File: config.mk
export PLATFORM = sky130hd
export DESIGN_NAME = spi_master
export DESIGN_NICKNAME = d
export VERILOG_FILES = /design/src/rtl/spi_pkg.sv /design/src/rtl/spi_clkgen.sv /design/src/rtl/spi_master.sv
export SDC_FILE = /design/constraint.sdc
export NUM_CORES = 1
export LEC_CHECK = 0
export BUFFER_PORTS_ARGS = -buffer_cell sky130_fd_sc_hd__buf_2
export CAP_MARGIN = 25
export CORE_MARGIN = 2
export CORE_UTILIZATION = 45
export DETAILED_ROUTE_END_ITERATION = 7
export GPL_ROUTABILITY_DRIVEN = 0
export PLACE_DENSITY = 0.66
export RECOVER_POWER = 50
export SLEW_MARGIN = 20
export SYNTH_ARGS = -nofsm -noshare
export SYNTH_HDL_FRONTEND = slang
export SYNTH_SLANG_ARGS = --single-unit
File: constraint.sdc
create_clock -name clock -period 2.85 [get_ports clock]
set_clock_uncertainty 0.1 [all_clocks]
set_input_delay 0 -clock clock [delete_from_list [all_inputs] [get_ports clock]]
set_output_delay 0 -clock clock [all_outputs]
set_load 0.03 [all_outputs]
File: src/rtl/spi_pkg.sv
// spi_pkg: shared state type and default width
// for the SPI master.
package spi_pkg;

  localparam int SPI_DATA_W = 16;

  typedef enum logic [1:0] {
    IDLE,
    SETUP,
    SHIFT,
    HOLD
  } spi_state_t;

endpackage

File: src/rtl/spi_clkgen.sv
// spi_clkgen: divider counter, sck toggle and
// one-cycle tick/rise/fall strobes.
module spi_clkgen #(
  parameter int DIV_W = 8
) (
  input  logic             clock,
  input  logic             resetn,
  input  logic             i_start,
  input  logic [DIV_W-1:0] i_div,
  input  logic             i_run,
  input  logic             i_shift,
  output logic             o_tick,
  output logic             o_rise,
  output logic             o_fall,
  output logic             o_sck
);

  logic [DIV_W-1:0] r_div;
  logic [DIV_W-1:0] r_cnt;
  logic             r_sck;
  logic             w_hit;

  assign w_hit  = (r_cnt == r_div);
  assign o_tick = i_run & w_hit;
  assign o_rise = o_tick & i_shift & ~r_sck;
  assign o_fall = o_tick & i_shift & r_sck;
  assign o_sck  = r_sck;

  // Latch div once per transfer; reload count on every tick.
  always_ff @(posedge clock or negedge resetn) begin
    if (!resetn) begin
      r_div <= '0;
      r_cnt <= '0;
      r_sck <= 1'b0;
    end else begin
      if (i_start)
        r_div <= i_div;
      if (!i_run || o_tick)
        r_cnt <= '0;
      else
        r_cnt <= r_cnt + 1'b1;
      if (o_rise)
        r_sck <= 1'b1;
      else if (o_fall || !i_shift)
        r_sck <= 1'b0;
    end
  end

endmodule

File: src/rtl/spi_master.sv
// spi_master: mode-0 SPI master, MSB first by default.
// SPI_MASTER_LSB_FIRST_EN adds cmd_lsb_first.
module spi_master
  import spi_pkg::*;
#(
  parameter int DATA_W = SPI_DATA_W,
  parameter int DIV_W  = 8,
  parameter int LEN_W  = $clog2(DATA_W) + 1
) (
  input  logic              clock,
  input  logic              resetn,
  input  logic              cmd_valid,
  output logic              cmd_ready,
  input  logic [DATA_W-1:0] cmd_data,
  input  logic [LEN_W-1:0]  cmd_len,
  input  logic [DIV_W-1:0]  cmd_div,
  output logic              rsp_valid,
  input  logic              rsp_ready,
  output logic [DATA_W-1:0] rsp_data,
  output logic              sck,
  output logic              ss,
  output logic              mosi,
  input  logic              miso
`ifdef SPI_MASTER_LSB_FIRST_EN
  ,
  input  logic              cmd_lsb_first
`endif
);

  localparam int IDX_W = $clog2(DATA_W);

  spi_state_t        r_state;
  spi_state_t        w_state_nxt;
  logic [DATA_W-1:0] r_tx;
  logic [DATA_W-1:0] r_rx;
  logic [DATA_W-1:0] w_rx_nxt;
  logic [LEN_W-1:0]  r_len;
  logic [LEN_W-1:0]  r_cnt;
  logic              r_lsb;
  logic              r_mosi;
  logic              r_rsp_valid;
  logic              w_lsb_in;
  logic              w_accept;
  logic              w_tick;
  logic              w_rise;
  logic              w_fall;
  logic              w_last;
  logic              w_done;
  logic [LEN_W-1:0]  w_n;
  logic [IDX_W-1:0]  w_first_idx;
  logic [IDX_W-1:0]  w_nxt_idx;

`ifdef SPI_MASTER_LSB_FIRST_EN
  assign w_lsb_in = cmd_lsb_first;
`else
  assign w_lsb_in = 1'b0;
`endif

  assign cmd_ready = (r_state == IDLE) & ~r_rsp_valid;
  assign w_accept  = cmd_valid & cmd_ready;
  assign rsp_valid = r_rsp_valid;
  assign rsp_data  = r_rx;
  assign ss        = (r_state == IDLE);
  assign mosi      = r_mosi;

  assign w_n = (cmd_len == '0) ? LEN_W'(DATA_W)
                               : cmd_len;
  assign w_first_idx = w_lsb_in ? '0
                     : IDX_W'(w_n - LEN_W'(1));
  assign w_nxt_idx = r_lsb
                   ? IDX_W'(r_cnt + LEN_W'(1))
                   : IDX_W'(r_len - LEN_W'(2) - r_cnt);
  assign w_last = (r_cnt == r_len - LEN_W'(1));
  assign w_done = (r_state == HOLD) & w_tick;

  spi_clkgen #(.DIV_W(DIV_W)) u_clkgen (
    .clock   (clock),
    .resetn  (resetn),
    .i_start (w_accept),
    .i_div   (cmd_div),
    .i_run   (r_state != IDLE),
    .i_shift (r_state == SHIFT),
    .o_tick  (w_tick),
    .o_rise  (w_rise),
    .o_fall  (w_fall),
    .o_sck   (sck)
  );

  // Receive shift: MSB-first enters at bit 0,
  // LSB-first enters at bit len-1 and moves down.
  always_comb begin
    w_rx_nxt = {r_rx[DATA_W-2:0], miso};
    if (r_lsb) begin
      w_rx_nxt = r_rx >> 1;
      w_rx_nxt[IDX_W'(r_len - LEN_W'(1))] = miso;
    end
  end

  // State register.
  always_ff @(posedge clock or negedge resetn) begin
    if (!resetn)
      r_state <= IDLE;
    else
      r_state <= w_state_nxt;
  end

  // Next-state logic.
  always_comb begin
    w_state_nxt = r_state;
    unique case (r_state)
      IDLE:  if (w_accept) w_state_nxt = SETUP;
      SETUP: if (w_tick) w_state_nxt = SHIFT;
      SHIFT: if (w_fall && w_last)
               w_state_nxt = HOLD;
      HOLD:  if (w_tick) w_state_nxt = IDLE;
      default: w_state_nxt = IDLE;
    endcase
  end

  // Datapath: latch command, shift bits, hold response.
  always_ff @(posedge clock or negedge resetn) begin
    if (!resetn) begin
      r_tx        <= '0;
      r_rx        <= '0;
      r_len       <= '0;
      r_cnt       <= '0;
      r_lsb       <= 1'b0;
      r_mosi      <= 1'b0;
      r_rsp_valid <= 1'b0;
    end else begin
      if (w_accept) begin
        r_tx   <= cmd_data;
        r_rx   <= '0;
        r_len  <= w_n;
        r_cnt  <= '0;
        r_lsb  <= w_lsb_in;
        r_mosi <= cmd_data[w_first_idx];
      end
      if (w_rise)
        r_rx <= w_rx_nxt;
      if (w_fall) begin
        r_cnt <= r_cnt + LEN_W'(1);
        if (!w_last)
          r_mosi <= r_tx[w_nxt_idx];
      end
      if (w_done) begin
        r_mosi      <= 1'b0;
        r_rsp_valid <= 1'b1;
      end else if (r_rsp_valid && rsp_ready) begin
        r_rsp_valid <= 1'b0;
      end
    end
  end

endmodule

## Word level (Yosys, flattened, before mapping)

Cells that the tools add are included.

- Bits in registers: 63
- Latch bits: 0
- Memory bits (writable): 0
- Bits in read-only memories: 0
- Bits of input ports: 34
- Output and inout port bits: 21
- Memories kept: 0

- Add/subtract/negate cells: 6
- Multipliers: 0
- Div/mod/pow operators: 0
- $lt $le $gt $ge: 2
- Equality and inequality tests: 9
- Shift-type cells: 0
- Multiplexer cells: 23
- Bitwise gates (word level): 9
- Reductions and logical operators: 14

Operator list:

| cell | count |
|---|---|
| two-way mux 16 bit | 2 |
| two-way mux 5 bit | 3 |
| < comparator 4 x 5 -> 1 bit (second input constant) | 2 |
| two-way mux 1 bit | 10 |
| nonzero test 2 bit | 5 |
| adder 8 x 1 -> 8 bit (second input constant) | 1 |
| binary-select mux 1 bit (select 4 bit) | 2 |
| == test 8 bit | 1 |
| two-way mux 2 bit | 4 |
| two-way mux 8 bit | 1 |
| one-hot mux 2 bit (4 select lines) | 1 |
| AND 1 bit | 7 |
| != test 2 x 1 -> 1 bit (second input constant) | 3 |
| adder 5 x 1 -> 5 bit (second input constant) | 1 |
| == test 5 bit | 1 |
| zero test 5 bit | 1 |
| subtractor 5 x 1 -> 5 bit (second input constant) | 1 |
| == test 2 bit (second input constant) | 2 |
| AND reduction 4 bit | 1 |
| subtractor 4 x 1 -> 4 bit (second input constant) | 1 |
| subtractor 4 x 2 -> 4 bit (second input constant) | 1 |
| subtractor 4 bit | 1 |
| == test 2 x 1 -> 1 bit (second input constant) | 1 |
| logical AND 1 bit | 2 |
| 5 further kinds | 8 |

## Logic depth before layout (Yosys ltp)

Gate-level depths: netlist of run 1.

- Word-level depth: 9
- Mapped depth: 11
- Mapped depth without buffers: 11

## Hierarchy

Synthesis of run 1 repeated with hierarchy kept, for this count alone.

- Cells, all modules: 338
- Area total of the unflattened synthesis: 3275.6 µm²

Modules (own cells, without submodules):

| module | times used | cells an instance | area each (µm²) |
|---|---|---|---|
| spi_master | 1 | 271 | 2466.1 |
| spi_clkgen | 1 | 67 | 809.5 |

## Worst setup path before layout of run 1

No wires, ideal clock.

- Path type: register -> register
- Start: register r_cnt[1]
- End: register r_mosi, in the netlist mosi
- Arrival time: 2.265 ns
- Required time: 2.623 ns
- Path slack: 0.358 ns
- Cell stages (with the launch flop): 11
- Period minus slack after synthesis: 2.492 ns
- Cell sequence: dfrtp_1 > ha_1 > inv_1 > ha_1 > inv_1 > fa_1 > xnor2_1 > xnor2_1 > mux4_2 > o2111ai_1 > o21ai_1

- Longest elaborated chain between the ends: 6
- Elaborated cells on any way between the ends: 7
- Those cells by class: add/sub (1); eq/ne (1); mux (5)

RTL lines:

| element | RTL line | text |
|---|---|---|
| start, declared | spi_master.sv:38 | `logic [LEN_W-1:0] r_cnt;` |
| start signal, assigned | spi_master.sv:142 | `r_cnt <= r_cnt + LEN_W'(1);` |
| subtractor 4 bit | spi_master.sv:72 | `: IDX_W'(r_len - LEN_W'(2) - r_cnt);` |
| binary-select mux 1 bit (select 4 bit) | spi_master.sv:144 | `r_mosi <= r_tx[w_nxt_idx];` |
| two-way mux 1 bit (not written as such) | spi_master.sv:144 |  |
| two-way mux 1 bit (*) | spi_master.sv:143 | `if (!w_last)` |
| two-way mux 1 bit (*) | spi_master.sv:141 | `if (w_fall) begin` |
| two-way mux 1 bit (*) | spi_master.sv:146 | `if (w_done) begin` |
| end signal, assigned | spi_master.sv:137 | `r_mosi <= cmd_data[w_first_idx];` |
| end signal, assigned | spi_master.sv:144 |  |
| end, declared | spi_master.sv:40 | `logic r_mosi;` |

Every way passes the cells marked *; elsewhere a longest branch is shown, timed or not. The select of a mux whose other input is x is not followed.
A chain may end at the register's enable or synchronous reset.

## Final worst setup path of run 1

- Start: register r_len[1]
- End: register r_mosi, in the netlist mosi

- Longest elaborated chain between the ends: 7
- Elaborated cells on any way between the ends: 9
- Those cells by class: add/sub (3); eq/ne (1); mux (5)

RTL lines:

| element | RTL line | text |
|---|---|---|
| start, declared | spi_master.sv:37 | `logic [LEN_W-1:0] r_len;` |
| start signal, assigned | spi_master.sv:134 | `r_len <= w_n;` |
| subtractor 4 x 2 -> 4 bit | spi_master.sv:72 |  |
| subtractor 4 bit | spi_master.sv:72 |  |
| binary-select mux 1 bit (select 4 bit) | spi_master.sv:144 |  |
| two-way mux 1 bit (not written as such) | spi_master.sv:144 |  |
| two-way mux 1 bit (*) | spi_master.sv:143 |  |
| two-way mux 1 bit (*) | spi_master.sv:141 |  |
| two-way mux 1 bit (*) | spi_master.sv:146 |  |

Marks and branches as above.

==> implementation parameters, run 1 <==
Parameter                              Value

Drt
  # DRC ... 0
  Routed length per instance ... 14.1 um
  Total wire length ... 6.82 mm
  Number of DRC markers in iteration 0 ... 81
  Routed vias ... 2465
  Antenna viol nets, final ... 0
  Via-to-Cell Ratio ... 5.09
  Iteration count of the initial detailed-routing pass ... 4

Final layout
  Fraction of layout cells with a size suffix above 1 ... 0.242
  Non-filler instance count after layout ... 484
  Antenna Cells ... 0
  Post-layout util ... 0.578
  Final-stage net count ... 426
  Area added between synthesis and finish ... 25.2%

Timing
  Unrepaired setup endpoints after global routing ... no
  Setup violations, final ... 0
  Highest Clock Rate ... 0.381 GHz
  Slew Viols, Final ... 0
  Post-route fraction of the period consumed by the critical path ... 0.920
  Setup TNS ... 0 ns
  Worst Tran Pin Value ... 1.23 ns
  Number of failing hold endpoints at the final stage ... 0
  Max-Slew Margin vs Limit ... 0.181
  Period minus WS final ... 2.62 ns

Worst setup path
  Launching element type of the critical path ... register
  Largest stage delay on the critical path ... 0.52 ns
  Sort of element at the end of the critical path ... register
  Register-to-register path setup slack ... 0.23 ns
  Critical Path Start ... r_len[1]$_DFFE_PN0P_
  Category of the most critical setup path ... register to register
  Reg2Reg Launch Point ... r_len[1]$_DFFE_PN0P_
  Worst Path Max Fanout ... 3
  Slowest CP cell ... mux4_2
  Timing endpoint of the critical path ... mosi$_DFF_PN0_
  Worst reg2reg endpoint ... mosi$_DFF_PN0_
  Sequence of cells on the critical path ... inv_1 -> ha_1 -> inv_1 -> ha_1 -> inv_1 -> fa_1 -> xnor2_1 -> xnor2_1 -> mux4_2 -> o2111ai_1 -> o21ai_1
  Cell repeated most along the worst path ... inv_1
  Depth of the worst register-to-register path ... 11
  CP arrival ... 2.73 ns
  Required time of the worst setup path ... 2.96 ns

Floorplanning
  Starting Density ... 0.462
  Row Count ... 31
  Number of placed I/O pins ... 55
  Die Ht ... 89.8 um
  Core region area ... 7180 um2
  Width of the die ... 89.8 um
  Total Die Area ... 8060 um2

CTS
  H-Tree Level Count ... 3
  TritonCTS clock tree ... yes
  Number of buffers created by CTS ... 9
  Worst-Skew Late Latency ... 0.34 ns
  CTS sink cnt ... 63
  Post-cts repair resize count ... 0
  Largest buffer count on any clock path ... 2
  Hold bufs inserted after CTS ... 31
  Post-CTS setup buffer count ... 0
  CTS Root Cell ... clkbuf_8
  Clock edge transition at the registers on the reported setup and hold paths ... 0.06 ns

Global routing
  Grt ovf ... 0
  Vias in the first global route ... 2424
  GRT Util Overall ... 0.180
  Maximum number of pins on one net before global-route repair ... 33
  Global-route wire length before repair ... 11.6 mm
  Antenna violations before repair ... 0

Yosys
  Netlist Area Pre-Place ... 3310 um2
  Number of different library cells in the post-synthesis netlist ... 50
  Multiplexer area fraction after synthesis ... 0.161
  Post-Synthesis Cells ... 295
  FF+latch count, synth ... 63
  Number of nets in the synthesized netlist ... 341
  Area fraction in compound gates after synthesis ... 0.0801
  Async SR Flop Fraction ... 1.00
  Post-synthesis adder-cell area fraction ... 0.0476
  Xor and xnor fraction of the mapped netlist area ... 0.0635
  Dominant combinational cell family by area after synthesis ... multiplexers
  Fraction of the yosys area taken by sequential cells ... 0.476
  Simple-gate area share of the yosys netlist ... 0.133
  Top_reg_cell synth ... dfrtp_1
  Number of synthesis warnings ... 0
  Mean area per synthesized cell ... 11.2 um2
  Number of enable flip-flop cells after synthesis ... 0

Power
  Reported leakage power ... 1.89 nW
  Total power per unit cell area ... 847 nW/um2
  Peak supply drop ... 0.477 mV

Job
  Maximum capacitance violations ... 0

Worst hold path
  Depth of the worst hold-timing path ... 2
  Min-delay worst type ... input port to register

Placed design
  HPWL reported at the end of detailed placement ... 4.86 mm
  Count of input and output buffers ... 54
  Placed cell count ... 437

Run status
  Result of the run ... finished, final reports clean
[registers in the layout (all words and copies together) (netlist names)]
register        flops
mosi                1
r_cnt               5
r_len               5
r_state             2
r_tx               16
rsp_data           16
rsp_valid           1
u_clkgen.o_sck      1
u_clkgen.r_cnt      8
u_clkgen.r_div      8
[layout make-up]
type                       instances  area (um2)
fill                             639        3030
multi-input combinational        201        1610
sequential                        63        1580
clock buffer                      12         145
tap                               99         124
timing repair buffer              90         587
clock inverter                     4        45.0
inverter                          15        56.3
[metrics by stage]
step	worst slack, ns	hold slack, ns	power, mW	instance area [um2]
floorplan	0.358	-0.396	2.43	3310
global placement	0.286	-0.0955	2.71	3680
detailed placement	0.222	-0.0913	2.76	3680
CTS	0.195	0.0265	3.55	4180
global route	0.0633	0.0418	3.77	4150
finish	0.229	0.0262	3.51	4150
[worst max-delay path, delay by kind of cell, from the launching register on]
family / cells / cell delay [ns]
fa+ha+maj: 3 / 0.79
compound gates: 2 / 0.19
buf+inv: 3 / 0.18
flops: 1 / 0.37
xor+xnor: 2 / 0.35
mux: 1 / 0.52
[power breakdown]
| group | internal (mW) | leakage [nW] | switching (mW) |
|---|---|---|---|
| logic | 0.701 | 0.981 | 0.672 |
| registers | 1.17 | 0.808 | 0.218 |
| clock network | 0.424 | 0.100 | 0.326 |
| total | 2.29 | 1.89 | 1.22 |
[cells in the final DEF, fill, tap and decap left out, types with 5 or more instances in the layout]
cell	instances
mux2_2	30
dfrtp_1	63
nor2_1	13
dlygate4sd3_1	31
mux4_2	5
xor2_1	18
mux2i_1	7
nand3_1	9
ha_1	11
clkbuf_1	23
buf_2	35
o21ai_1	18
xnor2_1	6
clkbuf_8	10
inv_1	15
nand2_1	33
[cells by family (layout without fill, tap and decap cells)]
family / after synthesis / count (layout)
AO/OA/AOI/OAI: 40 / 40
XOR/XNOR: 24 / 24
adder cells (fa/ha/maj): 12 / 12
buffers and inverters: 31 / 121
flip-flops: 63 / 63
multiplexers: 43 / 43
AND/OR/NAND/NOR: 82 / 82
[cells in the mapped netlist, drive strengths merged (3+ instances only)]
master,count,area [um2]
mux2,31,349
xor2,18,158
a211oi,3,22.5
dfrtp,63,1580
mux4,5,113
nand2,34,130
mux2i,7,70.1
and3,3,18.8
nand3,10,50.1
ha,11,138
inv,15,56.3
o21ai,20,100
xnor2,6,52.6
buf,6,35.0
nor2,13,48.8
clkbuf,10,37.5
[worst min path at each step]
stage               start                       end  slack (ns)
2_1_floorplan      resetn            mosi$_DFF_PN0_       -0.40
3_3_place_gp       resetn  rsp_data[10]$_DFFE_PN0P_        -0.1
3_5_place_dp       resetn   rsp_data[9]$_DFFE_PN0P_       -0.09
4_1_cts        cmd_len[0]      r_len[0]$_DFFE_PN0P_        0.03
5_1_grt        cmd_len[0]      r_len[0]$_DFFE_PN0P_        0.04
6_report       cmd_len[0]      r_len[0]$_DFFE_PN0P_        0.03
[routing by layer]
metal / share of wire / wire (um) / track usage / vias to the layer above
met2: 0.48 / 3270 / 0.288 / 57
met5: 0 / 0 / 0 / -
met1: 0.46 / 3130 / 0.235 / 1185
met3: 0.038 / 257 / 0.0411 / 17
li1: - / - / - / 1206
met4: 0.025 / 168 / 0.0821 / 0
(Power assumes the default switching activity.)
==> run 2, diff against run 1 <==
BUFFER_PORTS_ARGS = unset   (was -buffer_cell sky130_fd_sc_hd__buf_2)
DONT_BUFFER_PORTS = 1   (was unset)
PLACE_DENSITY = unset   (was 0.66)
==> run 2 against run 1 <==
Net effect: the run now ends with max-capacitance violations, max-slew violations left; die area unchanged; register-to-register slack about the same; total power down 1.8%; critical path depth down 1; clock power down 3.6%; utilization down 3.2 points; cell count down 12%; critical endpoint unchanged; highest routed layer unchanged.
==> implementation parameters, run 2 (synthesis gave the netlist of run 1 again) <==
Parameter                              Value

Run status
  Result of the run ... finished, violations left
  Violated checks ... max-capacitance violations, max-slew violations

CTS
  Worst-Skew Late Latency ... 0.34 ns (about the same)
  Number of buffers created by CTS ... 9 (unchanged)
  H-Tree Level Count ... 3 (unchanged)
  Post-CTS setup buffer count ... 0 (unchanged)
  Largest buffer count on any clock path ... 2 (unchanged)
  CTS Root Cell ... clkbuf_8
  Clock edge transition at the registers on the reported setup and hold paths ... 0.07 ns (about the same)
  TritonCTS clock tree ... yes
  CTS sink cnt ... 63 (unchanged)

Power
  Reported leakage power ... 1.74 nW (-8.0%)
  Total power per unit cell area ... 881 nW/um2 (+4.0%)
  Overall power after layout ... 3.45 mW (-1.8%)
  Peak supply drop ... 0.404 mV (-15%)

Final layout
  Area added between synthesis and finish ... 18.2%
  Final-stage net count ... 371 (-13%)
  Antenna Cells ... 0 (unchanged)
  Fraction of layout cells with a size suffix above 1 ... 0.182 (-0.0592)
  Design Area, Final ... 3910 um2 (-5.6%)
  Most frequent cells in the layout ... dfrtp_1 (63), nand2_1 (33), dlygate4sd3_1 (32), mux2_2 (30)
  Most common cell after layout, fill and taps aside ... dfrtp_1

Floorplanning
  Core region area ... 7180 um2 (unchanged)
  Width of the die ... 89.8 um (unchanged)
  Total Die Area ... 8060 um2 (unchanged)
  Row Count ... 31 (unchanged)
  Starting Density ... 0.462 (unchanged)
  Number of placed I/O pins ... 55 (unchanged)
  Die Ht ... 89.8 um (unchanged)

Timing
  Setup violations, final ... 0 (unchanged)
  Max-Slew Margin vs Limit ... -0.0316 (-0.213)
  Worst Tran Pin Value ... 1.55 ns (+0.319 ns)
  Setup TNS ... 0 ns (unchanged)
  Period minus WS final ... 2.63 ns (+0.0108 ns)
  Unrepaired setup endpoints after global routing ... no
  Post-route fraction of the period consumed by the critical path ... 0.924 (+0.00378)
  Slew Viols, Final ... 64 (+64)
  Highest Clock Rate ... 0.380 GHz (-0.41%)
  Number of failing hold endpoints at the final stage ... 0 (unchanged)
  Worst hold slack across all endpoints ... 0.00493 ns (-0.0212 ns)

Drt
  Via-to-Cell Ratio ... 5.39 (+5.8%)
  Total wire length ... 6.60 mm (-3.2%)
  Routed vias ... 2306 (-6.5%)
  Routed length per instance ... 15.4 um (+9.4%)
  Number of DRC markers in iteration 0 ... 101 (+25%)
  Antenna viol nets, final ... 0 (unchanged)
  Iteration count of the initial detailed-routing pass ... 4 (unchanged)
  # DRC ... 0 (unchanged)

Worst setup path
  Category of the most critical setup path ... register to register
  CP arrival ... 2.75 ns (+0.02 ns)
  Critical Path Start ... r_cnt[1]$_DFFE_PN0P_
  Launching element type of the critical path ... register
  Sort of element at the end of the critical path ... register
  Reg2Reg Launch Point ... r_cnt[1]$_DFFE_PN0P_
  Required time of the worst setup path ... 2.96 ns (about the same)
  Worst Path Max Fanout ... 5 (+2)

Placed design
  HPWL reported at the end of detailed placement ... 4.39 mm (-9.7%)
  Count of input and output buffers ... 0 (-100%)
  Standard cell area after detailed placement ... 3400 um2 (-7.6%)

Global routing
  Maximum number of pins on one net before global-route repair ... 64 (+94%)
  Antenna violations before repair ... 0 (unchanged)
  Vias in the first global route ... 2307 (-4.8%)
  Global-route wire length before repair ... 11.4 mm (-1.5%)
  GRT Util Overall ... 0.178 (-0.00265)
  Grt ovf ... 0 (unchanged)

Worst hold path
  Min-delay worst type ... input port to register
  Hold_sp ... cmd_len[2]

Job
  Maximum capacitance violations ... 1 (+1)
run 2: power breakdown:
part / internal (mW) / switching [mW] / leakage (nW)
clock: 0.393 / 0.330 / 0.0957
combinational: 0.691 / 0.611 / 0.835
sequential: 1.17 / 0.254 / 0.808
total: 2.25 / 1.19 / 1.74
run 2: layout make-up:
cell class / count / area [um2]
sequential: 63 / 1580
multi-input combinational: 201 / 1630
clock buffer: 10 / 128
timing repair buffer: 35 / 353
fill: 644 / 3260
tap: 99 / 124
inverter: 15 / 56.3
clock inverter: 5 / 50.0
run 2: timing repair:
action	4_1_cts	5_1_grt
hold buffers	33	0
setup endpoints to repair	0	1
gates resized for setup	0	2
endpoints found under the hold margin	95	0
run 2: critical path, stage by stage, from the launching register on:
cell and delay (ns):
dfrtp_1 0.43, ha_1 0.30, inv_1 0.06, ha_1 0.14
inv_1 0.05, fa_1 0.40, xnor2_2 0.20, xnor2_2 0.14
mux4_2 0.51, o2111ai_1 0.11, o21ai_1 0.08
run 2: routing by layer:
metal  GRT usage  share of wire  vias up
li1            -              -     1091
met1       0.245           0.47     1169
met2       0.274           0.48       39
met3      0.0369          0.031        7
met4      0.0769          0.016        0
met5           0              0        -
run 2: final timing paths:
path                                         end  slack, ns  cells after the start
setup / recovery                  mosi$_DFF_PN0_       0.22                     10
hold / removal                    mosi$_DFF_PN0_      0.005                      3
setup reg to reg                  mosi$_DFF_PN0_       0.22                     10
hold reg to reg             r_tx[12]$_DFFE_PN0P_       0.40                      1
max in group asynchronous  rsp_valid$_DFFE_PN0P_       1.21                      2
min in group asynchronous    r_tx[5]$_DFFE_PN0P_       0.53                      2
run 2: metrics by stage:
stage / setup slack, ns / util / std cells
2_1_floorplan: 0.358 / - / 295
3_3_place_gp: 0.287 / 0.473 / 380
3_5_place_dp: 0.222 / 0.473 / 380
4_1_cts: 0.202 / 0.546 / 428
5_1_grt: 0.0275 / 0.545 / 428
6_report: 0.218 / 0.545 / 428
